## src/rtl/cache_fill_ctrl.sv

```systemverilog
// ---------------------------------------------------------------------------
// cache_fill_ctrl
//   Cache-miss fill controller. On a miss it fetches the aligned block that
//   contains miss_address, one word per cycle, from a pipelined backing
//   memory. Each returned word is strobed into the data array. The tag array
//   is written together with the last word.
//
// Ports
//   clk, rst_n          clock, asynchronous active-low reset
//   miss_detected       miss request (sampled only while idle)
//   miss_address        byte address of the missing access
//   mem_req             one read request per cycle to backing memory
//   memory_address      byte address of the current request
//   memory_data         read data returned by memory
//   memory_data_valid   memory_data valid (in request order)
//   fill_data           word to write into the data array
//   word_idx            data-array word index of the current write
//   write_data_array    one strobe per returned word
//   write_tag_array     strobe coincident with the last data write
//   fsm_busy            fill in progress (core stalls)
// ---------------------------------------------------------------------------
module cache_fill_ctrl #(
   parameter int  DATA_W          = 16,
   parameter int  ADDR_W          = 16,
   parameter int  WORDS_PER_BLOCK = 8,
   localparam int WIDX_W          = $clog2(WORDS_PER_BLOCK)
) (
   input  logic              clk,
   input  logic              rst_n,
   input  logic              miss_detected,
   input  logic [ADDR_W-1:0] miss_address,
   output logic              mem_req,
   output logic [ADDR_W-1:0] memory_address,
   input  logic [DATA_W-1:0] memory_data,
   input  logic              memory_data_valid,
   output logic [DATA_W-1:0] fill_data,
   output logic [WIDX_W-1:0] word_idx,
   output logic              write_data_array,
   output logic              write_tag_array,
   output logic              fsm_busy
);

   localparam int BYTES  = DATA_W / 8;
   localparam int BYTE_W = $clog2(BYTES);
   localparam int OFF_W  = WIDX_W + BYTE_W;
   localparam int CNT_W  = WIDX_W + 1;

   localparam logic [ADDR_W-1:0] OFF_MASK = ADDR_W'((64'd1 << OFF_W) - 64'd1);
   localparam logic [CNT_W-1:0]  CNT_FULL = CNT_W'(WORDS_PER_BLOCK);
   localparam logic [CNT_W-1:0]  CNT_LAST = CNT_W'(WORDS_PER_BLOCK - 1);
   localparam logic [CNT_W-1:0]  CNT_ONE  = CNT_W'(1);

   typedef enum logic {IDLE, FILL} state_e;

   state_e            state_q, state_d;
   logic [ADDR_W-1:0] base_q, base_d;
   logic [CNT_W-1:0]  req_cnt_q, req_cnt_d;
   logic [CNT_W-1:0]  rsp_cnt_q, rsp_cnt_d;
   logic              filling;

   always_ff @(posedge clk or negedge rst_n) begin
      if (!rst_n) begin
         state_q   <= IDLE;
         base_q    <= '0;
         req_cnt_q <= '0;
         rsp_cnt_q <= '0;
      end else begin
         state_q   <= state_d;
         base_q    <= base_d;
         req_cnt_q <= req_cnt_d;
         rsp_cnt_q <= rsp_cnt_d;
      end
   end

   always_comb begin
      state_d   = state_q;
      base_d    = base_q;
      req_cnt_d = req_cnt_q;
      rsp_cnt_d = rsp_cnt_q;

      filling   = (state_q == FILL);
      fsm_busy  = filling;
      fill_data = memory_data;
      word_idx  = rsp_cnt_q[WIDX_W-1:0];

      // Requests stream out back-to-back until the whole block is asked for.
      mem_req        = filling && (req_cnt_q < CNT_FULL);
      memory_address = '0;
      if (mem_req)
         memory_address = base_q + (ADDR_W'(req_cnt_q[WIDX_W-1:0]) << BYTE_W);

      // Valids seen while idle (late responses after reset) are dropped here.
      write_data_array = filling && memory_data_valid;
      write_tag_array  = write_data_array && (rsp_cnt_q == CNT_LAST);

      case (state_q)
         IDLE: begin
            if (miss_detected) begin
               state_d   = FILL;
               base_d    = miss_address & ~OFF_MASK;
               req_cnt_d = '0;
               rsp_cnt_d = '0;
            end
         end
         FILL: begin
            if (mem_req)          req_cnt_d = req_cnt_q + CNT_ONE;
            if (write_data_array) rsp_cnt_d = rsp_cnt_q + CNT_ONE;
            // Responses never outrun requests, so the last response ends the fill.
            if (write_tag_array)  state_d   = IDLE;
         end
         default: state_d = IDLE;
      endcase
   end

endmodule
```

## config.mk

```make
export PLATFORM = sky130hd
export DESIGN_NAME = cache_fill_ctrl
export DESIGN_NICKNAME = d
export VERILOG_FILES = /design/src/rtl/cache_fill_ctrl.sv
export SDC_FILE = /design/constraint.sdc
export NUM_CORES = 1
export LEC_CHECK = 0
export CORE_AREA = 3 3 59 61
export CTS_CLUSTER_DIAMETER = 50
export DETAILED_ROUTE_END_ITERATION = 7
export DIE_AREA = 0 0 62 64
export GPL_TIMING_DRIVEN = 0
export PLACE_DENSITY_LB_ADDON = 0.25
export SLEW_MARGIN = 5
export SYNTH_ARGS = -nofsm -noshare
export SYNTH_HDL_FRONTEND = slang
export SYNTH_SLANG_ARGS = --single-unit
```

## constraint.sdc

```tcl
create_clock -name clk -period 1.9 [get_ports clk]
set_input_delay 0.38 -clock clk [delete_from_list [all_inputs] [get_ports clk]]
set_output_delay 0.38 -clock clk [all_outputs]
set_load 0.02 [all_outputs]
```

Word level (Yosys, flattened, before mapping)
Cells that the tools add are included.
{"block": "classes", "add_sub_neg": 3, "n_lt_le_gt_ge": 1, "n_eq_ne": 4, "mux": 9, "bitwise": 1, "n_reduce_logical": 6}
{"cell": "$add A16 B4 Y16", "n": 1}
{"cell": "$mux W16", "n": 1}
{"cell": "$pmux W4 S2", "n": 2}
{"cell": "$mux W4", "n": 3}
{"cell": "$add A4 B1 Y4 const B", "n": 2}
{"cell": "$ne A2 B2 Y1 const B", "n": 3}
{"cell": "$reduce_and A2 Y1", "n": 3}
{"cell": "$eq A4 B3 Y1 const B", "n": 1}
{"cell": "$lt A4 B4 Y1 const B", "n": 1}
{"cell": "$logic_and A1 B1 Y1", "n": 3}
{"cell": "$mux W1", "n": 2}
{"cell": "$pmux W1 S2", "n": 1}
{"cell": "$not A1 Y1", "n": 1}
{"block": "word_totals", "register_bits": 21, "in_bits": 36, "out_inout_bits": 39}

Longest topological paths before layout
Gate-level depths: netlist of the first run.
{"block": "logic_depth", "ltp_word": 4, "depth_mapped": 4, "depth_no_buf": 4}

Worst setup path before layout of the first run
No wires, ideal clock.
{"block": "synth_timing", "path_kind": "reg2out", "startpoint": "reg state_q, in the netlist fsm_busy", "endpoint": "out memory_address[10]", "t_arrival_ns": 1.236, "t_required_ns": 1.520, "slack_ns": 0.284, "stages_incl_launch_ff": 5, "path_buffers": 2, "path_cell_list": "dfrtp_1 > nor2b_1 > buf_4 > buf_4 > and2_1"}
{"block": "synth_via", "elab_chain_len": 2}
{"element": "from (decl)", "line": "55", "text": "state_e state_q, state_d;"}
{"element": "from (signal assigned)", "line": "68", "text": "state_q <= state_d;"}
{"element": "$logic_and A1 B1 Y1", "line": "87", "text": "mem_req = filling && (req_cnt_q < CNT_FULL);"}
{"element": "named net mem_req", "line": "32", "text": "output logic mem_req,"}
{"element": "$mux W16", "line": "89", "text": "if (mem_req)"}
{"element": "to (decl)", "line": "33", "text": "output logic [ADDR_W-1:0] memory_address,"}
The timed path passes the listed nets, and every way through them passes these cells.

Final worst setup path of the first run
{"block": "layout_timing", "startpoint": "in memory_data_valid", "endpoint": "out write_tag_array"}
{"block": "layout_via", "elab_chain_len": 2}
{"element": "from (decl)", "line": "35", "text": "input logic memory_data_valid,"}
{"element": "$logic_and A1 B1 Y1", "line": "93", "text": "write_data_array = filling && memory_data_valid;"}
{"element": "$logic_and A1 B1 Y1", "line": "94", "text": "write_tag_array = write_data_array && (rsp_cnt_q == CNT_LAST);"}
{"element": "to (decl)", "line": "39", "text": "output logic write_tag_array,"}
Every way passes these cells.

==> impl_metrics.json, run 1 <==
{
  "outcome": "finished, final reports clean",
  "floorplan.initialDensity_pct": 37.3,
  "max_cap_viols": 0,
  "cp_slowest_stage_delay_ps": 480,
  "netlist_instances": 129,
  "cts.htree.levels": 1,
  "crit_path_max_fanout": 3,
  "final_hold_slack_ps": 479,
  "power.ir.vdd_worst_mv": 0.396,
  "post_synth_instance_area_um2": 1130,
  "grt_setup_unrepaired": "yes",
  "layout.cells.non_filler": 235,
  "yosysUniqueCellTypes": 23,
  "reg2regPathDepth": 5,
  "post-layout-total-power_uw": 2180,
  "grt_antenna_before_repair": 0,
  "synth_top_family_by_area": "simple AND/OR/NAND/NOR gates",
  "post_drt_wl_per_cell_um": 11.8,
  "postSynthNetCount": 167,
  "drcViolationCount": 0,
  "cts-root-to-sink-buffers": 2,
  "combPwrFrac_pct": 53.6,
  "worst_hold_startpoint": "base_q[13]$_DFFE_PN0P_",
  "report.final.setup_viol": 0,
  "worst_setup_hold_path_clk_slew_ps": 120,
  "worst_setup_path_end_kind": "output pin",
  "yosys.area_share.xor_xnor_pct": 1.55,
  "placed_cells_incl_taps": 226,
  "tritoncts_num_sinks": 21,
  "post_detailed_route_via_to_cell_ratio": 4.43,
  "final.fill_count": 283,
  "gr-usage-all-layers_pct": 13.9,
  "timing_hold_violations_final": 0,
  "cp_cell_sequence": "clkdlybuf4s50_1, nand2_1, nor3_2, clkdlybuf4s15_2",
  "final-max-slew-violation-count": 0,
  "cts_tree": "yes",
  "worst_setup_path_start_kind": "primary input",
  "core_area_um2": 3030,
  "clkLatencyLatePin_ps": 310,
  "ios": 75,
  "yosys_warnings": 0,
  "antenna_violating_nets_post_route": 0,
  "leakage_power_figure_uw": 0.000879,
  "layout.cell_area.non_filler_um2": 1750,
  "max_clock_freq_mhz": 538,
  "count_of_input_and_output_buffers": 53,
  "insertedDiodeCount": 0,
  "avgSynthCellArea_um2": 8.76,
  "power_switching_uw": 868,
  "post_route_skew_ps": 2.07,
  "drtIter0Drc": 45,
  "data_required_critical_path_ps": 1520,
  "synth.area.mux_share_pct": 2.21,
  "kind_of_critical_path": "primary input to output pin",
  "floorplan.rows": 20,
  "fp.dieW_um": 62,
  "crit_path_arrival_time_ps": 1480,
  "power.share.switching_pct": 39.8,
  "cts_root_buf": "sky130_fd_sc_hd__clkbuf_4",
  "postPlaceCellArea_um2": 1720,
  "synthToLayoutAreaGrowth_pct": 55.1,
  "cts.hold.buffers_added": 0,
  "gp_routability_congestion": 0.725,
  "timing.hold.worst_path_depth": 2,
  "firstDrtPassIters": 4,
  "post-route-period-util_pct": 97.8,
  "internal-power_uw": 1310,
  "drive_gt1_share_pct": 24.1,
  "synth_simple_gate_area_share_pct": 28.6,
  "num_vias": 1041,
  "gr-total-overflow": 0,
  "pin_count_of_the_biggest_net_entering_global_routing": 22,
  "worst_r2r_startpoint": "fsm_busy$_DFF_PN0_",
  "seq_power_share_pct": 36.3,
  "grt_first_pass_wirelength_mm": 4.25,
  "crit_slowest_cell": "sky130_fd_sc_hd__clkdlybuf4s50_1",
  "dieHeight_um": 64,
  "r2r_slack_ps": 350,
  "final.min_clock_period_ps": 1860,
  "power.density_cell_area_nw_per_um2": 1240,
  "hold_path_end": "base_q[13]$_DFFE_PN0P_",
  "timing.slew.headroom_pct": 34.6,
  "number_of_global_route_vias_before_repair": 1011,
  "worstMarginPinSlew_ps": 979,
  "ys_seq_area_share_pct": 46.5,
  "critical_path.reg2reg.endpoint": "req_cnt_q[0]$_DFFE_PN0P_",
  "dpl.hpwl_mm": 2.05,
  "synth_compound_area_share_pct": 2.21,
  "layout.nets": 230,
  "die-area_um2": 3970,
  "routed_wirelength_mm": 2.77,
  "synthAdderAreaFrac_pct": 2.21,
  "p_clk_share_pct": 10.1,
  "yosys_register_bits": 21,
  "cts_buffers": 3,
  "hold_class": "flop to flop"
}
## timing repair
item | in CTS | in global routing
endpoints found under the setup margin | 18 | 17
gates resized for setup | 50 | 12
buffers inserted | 3 | 2
## worst max path at each step
stage / start / to / cells past startpoint
3_5_place_dp: memory_data_valid / write_tag_array / 4
2_1_floorplan: fsm_busy$_DFF_PN0_ / memory_address[10] / 4
6_report: memory_data_valid / write_tag_array / 4
3_3_place_gp: memory_data_valid / write_tag_array / 4
5_1_grt: fsm_busy$_DFF_PN0_ / memory_address[10] / 5
4_1_cts: req_cnt_q[3]$_DFFE_PN0P_ / mem_req / 4
## per-stage QoR
stage	worst slack [ps]	utilization (%)	TNS, ps
4_1_cts	6.48	56.5	0
6_report	41.8	57.9	0
3_3_place_gp	-329	56.7	-1800
3_5_place_dp	-343	56.7	-2140
5_1_grt	-3.16	57.9	-3.59
2_1_floorplan	284	-	0
## cells in the final DEF, fill, tap and decap left out
cell type                         synthesis  routed
sky130_fd_sc_hd__buf_4                   23      28
sky130_fd_sc_hd__a22o_1                   1       1
sky130_fd_sc_hd__dfrtp_2                  0       1
sky130_fd_sc_hd__inv_1                    2       2
sky130_fd_sc_hd__clkdlybuf4s50_1          0      34
sky130_fd_sc_hd__buf_6                    0       2
sky130_fd_sc_hd__buf_2                    1       8
sky130_fd_sc_hd__o21ai_0                  1       1
sky130_fd_sc_hd__conb_1                   1       1
sky130_fd_sc_hd__a21oi_1                  1       1
sky130_fd_sc_hd__clkbuf_4                 0       3
sky130_fd_sc_hd__dfrtp_1                 21      20
sky130_fd_sc_hd__nand2_1                 41      41
sky130_fd_sc_hd__ha_1                     2       2
sky130_fd_sc_hd__nor3_2                   0       1
sky130_fd_sc_hd__clkinv_2                 0       1
sky130_fd_sc_hd__clkdlybuf4s15_1          0       7
sky130_fd_sc_hd__nor2_1                   6       6
sky130_fd_sc_hd__mux2i_1                  1       1
sky130_fd_sc_hd__nand2b_1                 1       1
sky130_fd_sc_hd__xor2_1                   1       1
sky130_fd_sc_hd__nand3_1                  3       3
sky130_fd_sc_hd__clkdlybuf4s15_2          0       1
sky130_fd_sc_hd__nand4_1                  1       1
sky130_fd_sc_hd__nand3b_1                 1       1
sky130_fd_sc_hd__xnor2_1                  1       1
sky130_fd_sc_hd__dlygate4sd2_1            0       2
sky130_fd_sc_hd__nor2b_1                  2       2
sky130_fd_sc_hd__and2_1                  15      15
sky130_fd_sc_hd__a31oi_1                  1       1
sky130_fd_sc_hd__mux2_4                   1       1
## synthesized netlist by cell type, drive strengths merged
cell    number  share of area [%]
xnor2        1               0.78
nand2b       1               0.55
mux2         1                1.3
nand3b       1               0.66
and2        15                8.3
xor2         1               0.78
nor3         1               0.44
mux2i        1               0.89
o21ai        1               0.44
nor2         6                2.0
nand4        1               0.55
a31oi        1               0.55
buf         24                 16
conb         1               0.33
a22o         1               0.78
dfrtp       21                 47
nor2b        2                1.1
nand3        3                1.3
nand2       41                 14
a21oi        1               0.44
inv          2               0.66
ha           2                2.2
## worst max-delay path, delay by kind of cell
family        cells  cell delay, ps
buf+inv           2             780
simple gates      2             320
## power groups by stage
| stage | combinational (µW) | clock, µW | sequential [µW] |
|---|---|---|---|
| final | 1170 | 221 | 792 |
| after global routing | 1280 | 243 | 821 |
| after CTS | 1110 | 222 | 791 |
| after detailed placement | 1180 | 0 | 809 |
| after global placement | 1150 | 0 | 797 |
| after floorplan | 720 | 0 | 776 |
## final cells by class
class	count	area [µm²]	share of cell area, %
Buffer	24	181	10.3
Clock buffer	3	22.5	1.28
Clock inverter	1	5.00	0.286
Inverter	2	7.51	0.428
Multi-Input combinational cell	82	424	24.2
Sequential cell	21	527	30.0
Tap cell	44	55.1	3.14
Timing Repair Buffer	58	531	30.3
## kinds of logic after synthesis
family | Yosys count
AND/OR/NAND/NOR | 71
buffers and inverters | 26
flip-flops | 21
AO/OA/AOI/OAI | 4
adder cells (fa/ha/maj) | 2
XOR/XNOR | 2
multiplexers | 2
other | 1
## state kept, by name (all words and copies together), names as in the netlist
register and count:
base_q 12, fsm_busy 1, req_cnt_q 4, rsp_cnt_q 4
## layer usage
metal  routed length [µm]  track usage [%]
met1                 1150             17.7
met2                 1370             23.1
met3                  204             1.82
met4                   47             5.57
met5                    0                0
Power figures use the tool's default switching activity.
==> inputs of run 2 (changes only) <==
--- a/config.mk
+++ b/config.mk
@@ -11,6 +11,7 @@
 export DIE_AREA = 0 0 62 64
 export GPL_TIMING_DRIVEN = 0
 export PLACE_DENSITY_LB_ADDON = 0.25
+export RECOVER_POWER = 100
 export SLEW_MARGIN = 5
 export SYNTH_ARGS = -nofsm -noshare
 export SYNTH_HDL_FRONTEND = slang
==> run 2 against run 1 <==
Compared with the run above: global-route usage unchanged; register-to-register slack worse by 20 ps; clock-buffer cell count unchanged; total power down 0.65%; non-clock buffer count unchanged; clock power about the same.
==> impl_metrics.json, run 2 (synthesis results as in run 1) <==
{
  "count_of_input_and_output_buffers": 53,
  "insertedDiodeCount": 0,
  "final-seq-area_um2": 527,
  "max_cap_viols": 0,
  "grt_first_pass_wirelength_mm": 4.25,
  "dpl.hpwl_mm": 2.05,
  "internal-power_uw": 1300,
  "combPwrFrac_pct": 53.3,
  "tritoncts_num_sinks": 21,
  "most_frequent_cells_in_the_layout": "sky130_fd_sc_hd__nand2_1, sky130_fd_sc_hd__buf_4, sky130_fd_sc_hd__dfrtp_1",
  "dieHeight_um": 64,
  "worst_setup_hold_path_clk_slew_ps": 120,
  "antenna_violating_nets_post_route": 0,
  "crit_path_arrival_time_ps": 1480,
  "grt_antenna_before_repair": 0,
  "cts-root-to-sink-buffers": 2,
  "gp_routability_congestion": 0.725,
  "ios": 75,
  "drcViolationCount": 0,
  "clkLatencyLatePin_ps": 310,
  "worst_setup_path_start_kind": "primary input",
  "number_of_global_route_vias_before_repair": 1011,
  "final_common_cell": "sky130_fd_sc_hd__nand2_1",
  "num_vias": 1049,
  "final.min_clock_period_ps": 1860,
  "cts.hold.buffers_added": 0,
  "p_clk_share_pct": 10.2,
  "gr-total-overflow": 0,
  "firstDrtPassIters": 4,
  "bufs_and_invs_on_worst_path": 2,
  "kind_of_critical_path": "primary input to output pin",
  "top_register": "base_q",
  "post_route_skew_ps": 2.21,
  "reg2regPathDepth": 6,
  "worst_setup_path_end_kind": "output pin",
  "floorplan.rows": 20,
  "core_area_um2": 3030,
  "timing.hold.worst_path_depth": 2,
  "die-area_um2": 3970,
  "power.density_cell_area_nw_per_um2": 1240,
  "post-route-period-util_pct": 97.7,
  "post_drt_wl_per_cell_um": 11.7,
  "drtIter0Drc": 47,
  "post_detailed_route_via_to_cell_ratio": 4.46,
  "report.final.setup_viol": 0,
  "postPlaceCellArea_um2": 1720,
  "cts_buffers": 3,
  "drive_gt1_share_pct": 23.0,
  "timing.critical_path.from": "memory_data_valid",
  "layout.cell_area.non_filler_um2": 1750,
  "layout.core_utilization_pct": 57.6,
  "worst_hold_startpoint": "base_q[13]$_DFFE_PN0P_",
  "floorplan.initialDensity_pct": 37.3,
  "pin_count_of_the_biggest_net_entering_global_routing": 22,
  "power.ir.vdd_worst_mv": 0.391,
  "final-max-slew-violation-count": 0,
  "multi_input_comb_area_um2": 424,
  "final.fill_count": 282,
  "layout.nets": 230,
  "crit_path_max_fanout": 3,
  "grt_setup_unrepaired": "yes",
  "cts_root_buf": "sky130_fd_sc_hd__clkbuf_4",
  "cpLargestDelayFamily": "buffers and inverters",
  "final_hold_slack_ps": 479,
  "power.share.switching_pct": 40.0,
  "r2r_slack_ps": 330,
  "cts_tree": "yes",
  "timing.slew.headroom_pct": 33.8,
  "fp.dieW_um": 62,
  "timing_hold_violations_final": 0,
  "gr-usage-all-layers_pct": 13.9,
  "outcome": "finished, final reports clean",
  "data_required_critical_path_ps": 1520,
  "cts.htree.levels": 1,
  "cp_slowest_stage_delay_ps": 480,
  "routed_wirelength_mm": 2.76,
  "hold_class": "flop to flop",
  "instance_count_on_the_critical_path": 4,
  "crit_slowest_cell": "sky130_fd_sc_hd__clkdlybuf4s50_1",
  "worstMarginPinSlew_ps": 990,
  "synthToLayoutAreaGrowth_pct": 54.5,
  "power_switching_uw": 867,
  "seq_power_share_pct": 36.5,
  "largestRegisters": "base_q x12, req_cnt_q x4, rsp_cnt_q x4",
  "worst_r2r_startpoint": "fsm_busy$_DFF_PN0_",
  "max_clock_freq_mhz": 539,
  "cp_cell_sequence": "clkdlybuf4s50_1, nand2_1, nor3_2, clkdlybuf4s15_2",
  "largest_reg_flops": 12,
  "leakage_power_figure_uw": 0.000878
}
==> run 2: worst reg2reg max path, delay by kind of cell, from the launching register on <==
kind                   cells  cell delay, ps
AND/OR/NAND/NOR            3             520
flip-flops                 1             420
buffers and inverters      3             580
==> run 2: per-layer routing <==
metal / vias up / part of all wire [%] / GRT usage [%]
li1: 504 / - / -
met1: 483 / 41 / 17.7
met2: 57 / 49 / 23.1
met3: 5 / 7.8 / 1.82
met4: 0 / 1.7 / 5.57
met5: - / 0 / 0
==> run 2: worst paths after layout <==
| path | to |
|---|---|
| worst max-delay path | write_tag_array |
| worst min-delay path | base_q[13]$_DFFE_PN0P_ |
| worst max register to register | base_q[9]$_DFFE_PN0P_ |
| worst min register to register | base_q[13]$_DFFE_PN0P_ |
| max in group asynchronous | fsm_busy$_DFF_PN0_ |
| min in group asynchronous | rsp_cnt_q[2]$_DFFE_PN0P_ |
==> run 2: through the flow <==
stage	worst slack (ps)	TNS (ps)	power (µW)	std cells
2_1_floorplan	284	0	1500	129
3_3_place_gp	-329	-1800	1950	226
3_5_place_dp	-343	-2140	1990	226
4_1_cts	6.48	0	2120	233
5_1_grt	-3.16	-3.59	2330	235
6_report	43.4	0	2170	235
==> run 2: final cells by class <==
cell class | count | area share [%]
Buffer | 24 | 10.2
Clock buffer | 3 | 1.29
Clock inverter | 1 | 0.287
Inverter | 2 | 0.430
Multi-Input combinational cell | 82 | 24.3
Sequential cell | 21 | 30.2
Tap cell | 44 | 3.15
Timing Repair Buffer | 58 | 30.2
==> run 2: timing repair <==
action | in CTS | in global routing
setup buffers | 3 | 2
resized for setup | 50 | 12
endpoints found under the setup margin | 18 | 17
==> run 2: power by group through the flow <==
stage / sequential [µW] / clock [µW] / combinational [µW]
finish: 792 / 221 / 1150
detailed placement: 809 / 0 / 1180
CTS: 791 / 222 / 1110
global placement: 797 / 0 / 1150
floorplan: 776 / 0 / 720
global route: 821 / 243 / 1270
==> inputs of run 3 (changes only) <==
--- a/config.mk
+++ b/config.mk
@@ -5,10 +5,11 @@
 export SDC_FILE = /design/constraint.sdc
 export NUM_CORES = 1
 export LEC_CHECK = 0
-export CORE_AREA = 3 3 59 61
+export CORE_AREA = 3 3 64 66
 export CTS_CLUSTER_DIAMETER = 50
+export CTS_CLUSTER_SIZE = 10
 export DETAILED_ROUTE_END_ITERATION = 7
-export DIE_AREA = 0 0 62 64
+export DIE_AREA = 0 0 67 69
 export GPL_TIMING_DRIVEN = 0
 export PLACE_DENSITY_LB_ADDON = 0.25
 export RECOVER_POWER = 100
==> constraint.sdc (replaced) <==
create_clock -name clk -period 1.52 [get_ports clk]
set_input_delay 0.228 -clock clk [delete_from_list [all_inputs] [get_ports clk]]
set_output_delay 0.228 -clock clk [all_outputs]
set_load 0.02 [all_outputs]
==> run 3 against run 2 <==
Compared with the run above: core utilization shrank 6.4 points; critical endpoint is now fsm_busy; final cell count grew 3.0%; highest routed layer unchanged; worst hold slack lost 4.9 ps; first-iteration DRC count shrank 72%; total power grew 39%; clock-buffer cell count grew 1; clock skew grew 6.8 ps; non-clock buffer count grew 2; sequential cell count is the same; register-to-register slack lost 240 ps.
==> impl_metrics.json, run 3 (synthesis results as in run 1) <==
{
  "grt_first_pass_wirelength_mm": 4.44,
  "largestRegisters": "base_q x12, req_cnt_q x4, rsp_cnt_q x4",
  "bufs_and_invs_on_worst_path": 3,
  "drive_gt1_share_pct": 35.6,
  "final-max-slew-violation-count": 0,
  "hold_path_end": "base_q[15]$_DFFE_PN0P_",
  "combPwrFrac_pct": 54.1,
  "grt_setup_unrepaired": "yes",
  "final_hold_slack_ps": 474,
  "power.share.switching_pct": 38.3,
  "worst_r2r_startpoint": "fsm_busy$_DFF_PN0_",
  "power_switching_uw": 1150,
  "hold_class": "flop to flop",
  "gr-usage-all-layers_pct": 12.4,
  "drtIter0Drc": 13,
  "kind_of_critical_path": "flop to output pin",
  "worst_setup_path_start_kind": "flop",
  "cts_tree": "yes",
  "reg2regPathDepth": 6,
  "r2r_slack_ps": 90,
  "most_frequent_cells_in_the_layout": "sky130_fd_sc_hd__nand2_1, sky130_fd_sc_hd__buf_4, sky130_fd_sc_hd__dfrtp_1",
  "seq_power_share_pct": 33.8,
  "placement.setup.worst_slack_ps": -424,
  "worst_setup_hold_path_clk_slew_ps": 80,
  "cp_cell_sequence": "buf_4, clkbuf_1, clkdlybuf4s15_1",
  "worst_setup_path_end_kind": "output pin",
  "cp_slowest_stage_delay_ps": 380,
  "drcViolationCount": 0,
  "gp_routability_congestion": 0.674,
  "clkLatencyLatePin_ps": 260,
  "num_vias": 1003,
  "report.final.setup_viol": 0,
  "cts.htree.levels": 1,
  "dieHeight_um": 69,
  "die-area_um2": 4620,
  "number_of_global_route_vias_before_repair": 1059,
  "final_common_cell": "sky130_fd_sc_hd__nand2_1",
  "worst_hold_startpoint": "base_q[15]$_DFFE_PN0P_",
  "timing.critical_path.from": "fsm_busy$_DFF_PN0_",
  "tritoncts_num_sinks": 21,
  "antenna_violating_nets_post_route": 0,
  "routed_wirelength_mm": 2.86,
  "count_of_input_and_output_buffers": 53,
  "dpl.hpwl_mm": 2.12,
  "core_area_um2": 3630,
  "crit_path_arrival_time_ps": 1280,
  "crit_path_max_fanout": 5,
  "floorplan.initialDensity_pct": 31.1,
  "worstMarginPinSlew_ps": 978,
  "post-layout-total-power_uw": 3010,
  "timing.slew.headroom_pct": 34.6,
  "fp.dieW_um": 67,
  "synthToLayoutAreaGrowth_pct": 64.9,
  "firstDrtPassIters": 2,
  "max_cap_viols": 0,
  "cts-root-to-sink-buffers": 2,
  "crit_slowest_cell": "sky130_fd_sc_hd__dfrtp_2",
  "p_clk_share_pct": 12.1,
  "gr-total-overflow": 0,
  "cts_root_buf": "sky130_fd_sc_hd__clkbuf_8",
  "largest_reg_flops": 12,
  "internal-power_uw": 1860,
  "pin_count_of_the_biggest_net_entering_global_routing": 22,
  "leakage_power_figure_uw": 0.000939,
  "outcome": "finished, final reports clean",
  "top_register": "base_q",
  "data_required_critical_path_ps": 1290,
  "floorplan.rows": 22,
  "post_detailed_route_via_to_cell_ratio": 4.14,
  "critical_path.reg2reg.endpoint": "base_q[12]$_DFFE_PN0P_",
  "cts_buffers": 3,
  "grt_antenna_before_repair": 0,
  "cpLargestDelayFamily": "buffers and inverters",
  "layout.nets": 233,
  "insertedDiodeCount": 0,
  "layout.core_utilization_pct": 51.3,
  "ios": 75,
  "timing_hold_violations_final": 0,
  "post-route-period-util_pct": 99.2,
  "power.ir.vdd_worst_mv": 0.473,
  "power.density_cell_area_nw_per_um2": 1620,
  "finalWorstSetupSlack_ps": 12.1,
  "max_clock_freq_mhz": 663,
  "post_drt_wl_per_cell_um": 11.8,
  "final.min_clock_period_ps": 1510,
  "timing.hold.worst_path_depth": 2,
  "post_route_skew_ps": 9.06
}
run 3: area by class of cell:
type | instances | area (µm²)
fillers | 365 | 1770
repair buffers | 61 | 574
flip-flops and latches | 21 | 528
multi-input cells | 83 | 474
plain buffers | 23 | 174
well taps | 48 | 60.1
clock buffers | 4 | 45.0
inverters | 2 | 7.51
run 3: worst max-delay path by stage:
stage	slack [ps]	to	cells after the start
3_3_place_gp	-430	write_tag_array	4
6_report	10	fsm_busy	3
5_1_grt	-60	memory_address[5]	4
4_1_cts	-30	memory_address[7]	4
2_1_floorplan	50	fsm_busy$_DFF_PN0_	3
3_5_place_dp	-420	write_tag_array	4
run 3: metal layers:
metal | part of all wire, % | up-vias | wire, µm | GRT usage [%]
met5 | 0 | - | 0 | 0
met4 | 1.3 | 0 | 36 | 5.41
met3 | 6.9 | 2 | 197 | 1.63
met2 | 52 | 45 | 1480 | 22.1
met1 | 40 | 445 | 1150 | 14.3
li1 | - | 511 | - | -
run 3: tightest hold or removal path, stage by stage, from the launching register on:
cell and delay [ps]:
sky130_fd_sc_hd__dfrtp_1 340, sky130_fd_sc_hd__nand2_1 50, sky130_fd_sc_hd__nand2_1 60
run 3: power groups by stage:
stage | sequential (µW) | clock [µW] | combinational [µW]
after CTS | 1000 | 381 | 1520
after global placement | 997 | 0 | 1440
after detailed placement | 1020 | 0 | 1490
final | 1020 | 364 | 1630
after global routing | 1060 | 406 | 1790
after floorplan | 970 | 0 | 900
run 3: timing repair:
item                       in CTS  in global routing
cloned                          0                  2
hold buffers                    0                  0
setup endpoints to repair      22                 16
pin swaps                       1                  6
resized for setup              94                 22
buffers inserted                5                  2
run 3: stage by stage:
stage / TNS (ps) / instance area (µm²) / std cells
floorplan: 0 / 1130 / 129
global placement: -6540 / 1720 / 230
detailed placement: -6780 / 1720 / 230
CTS: -138 / 1810 / 238
global route: -841 / 1860 / 242
finish: 0 / 1860 / 242
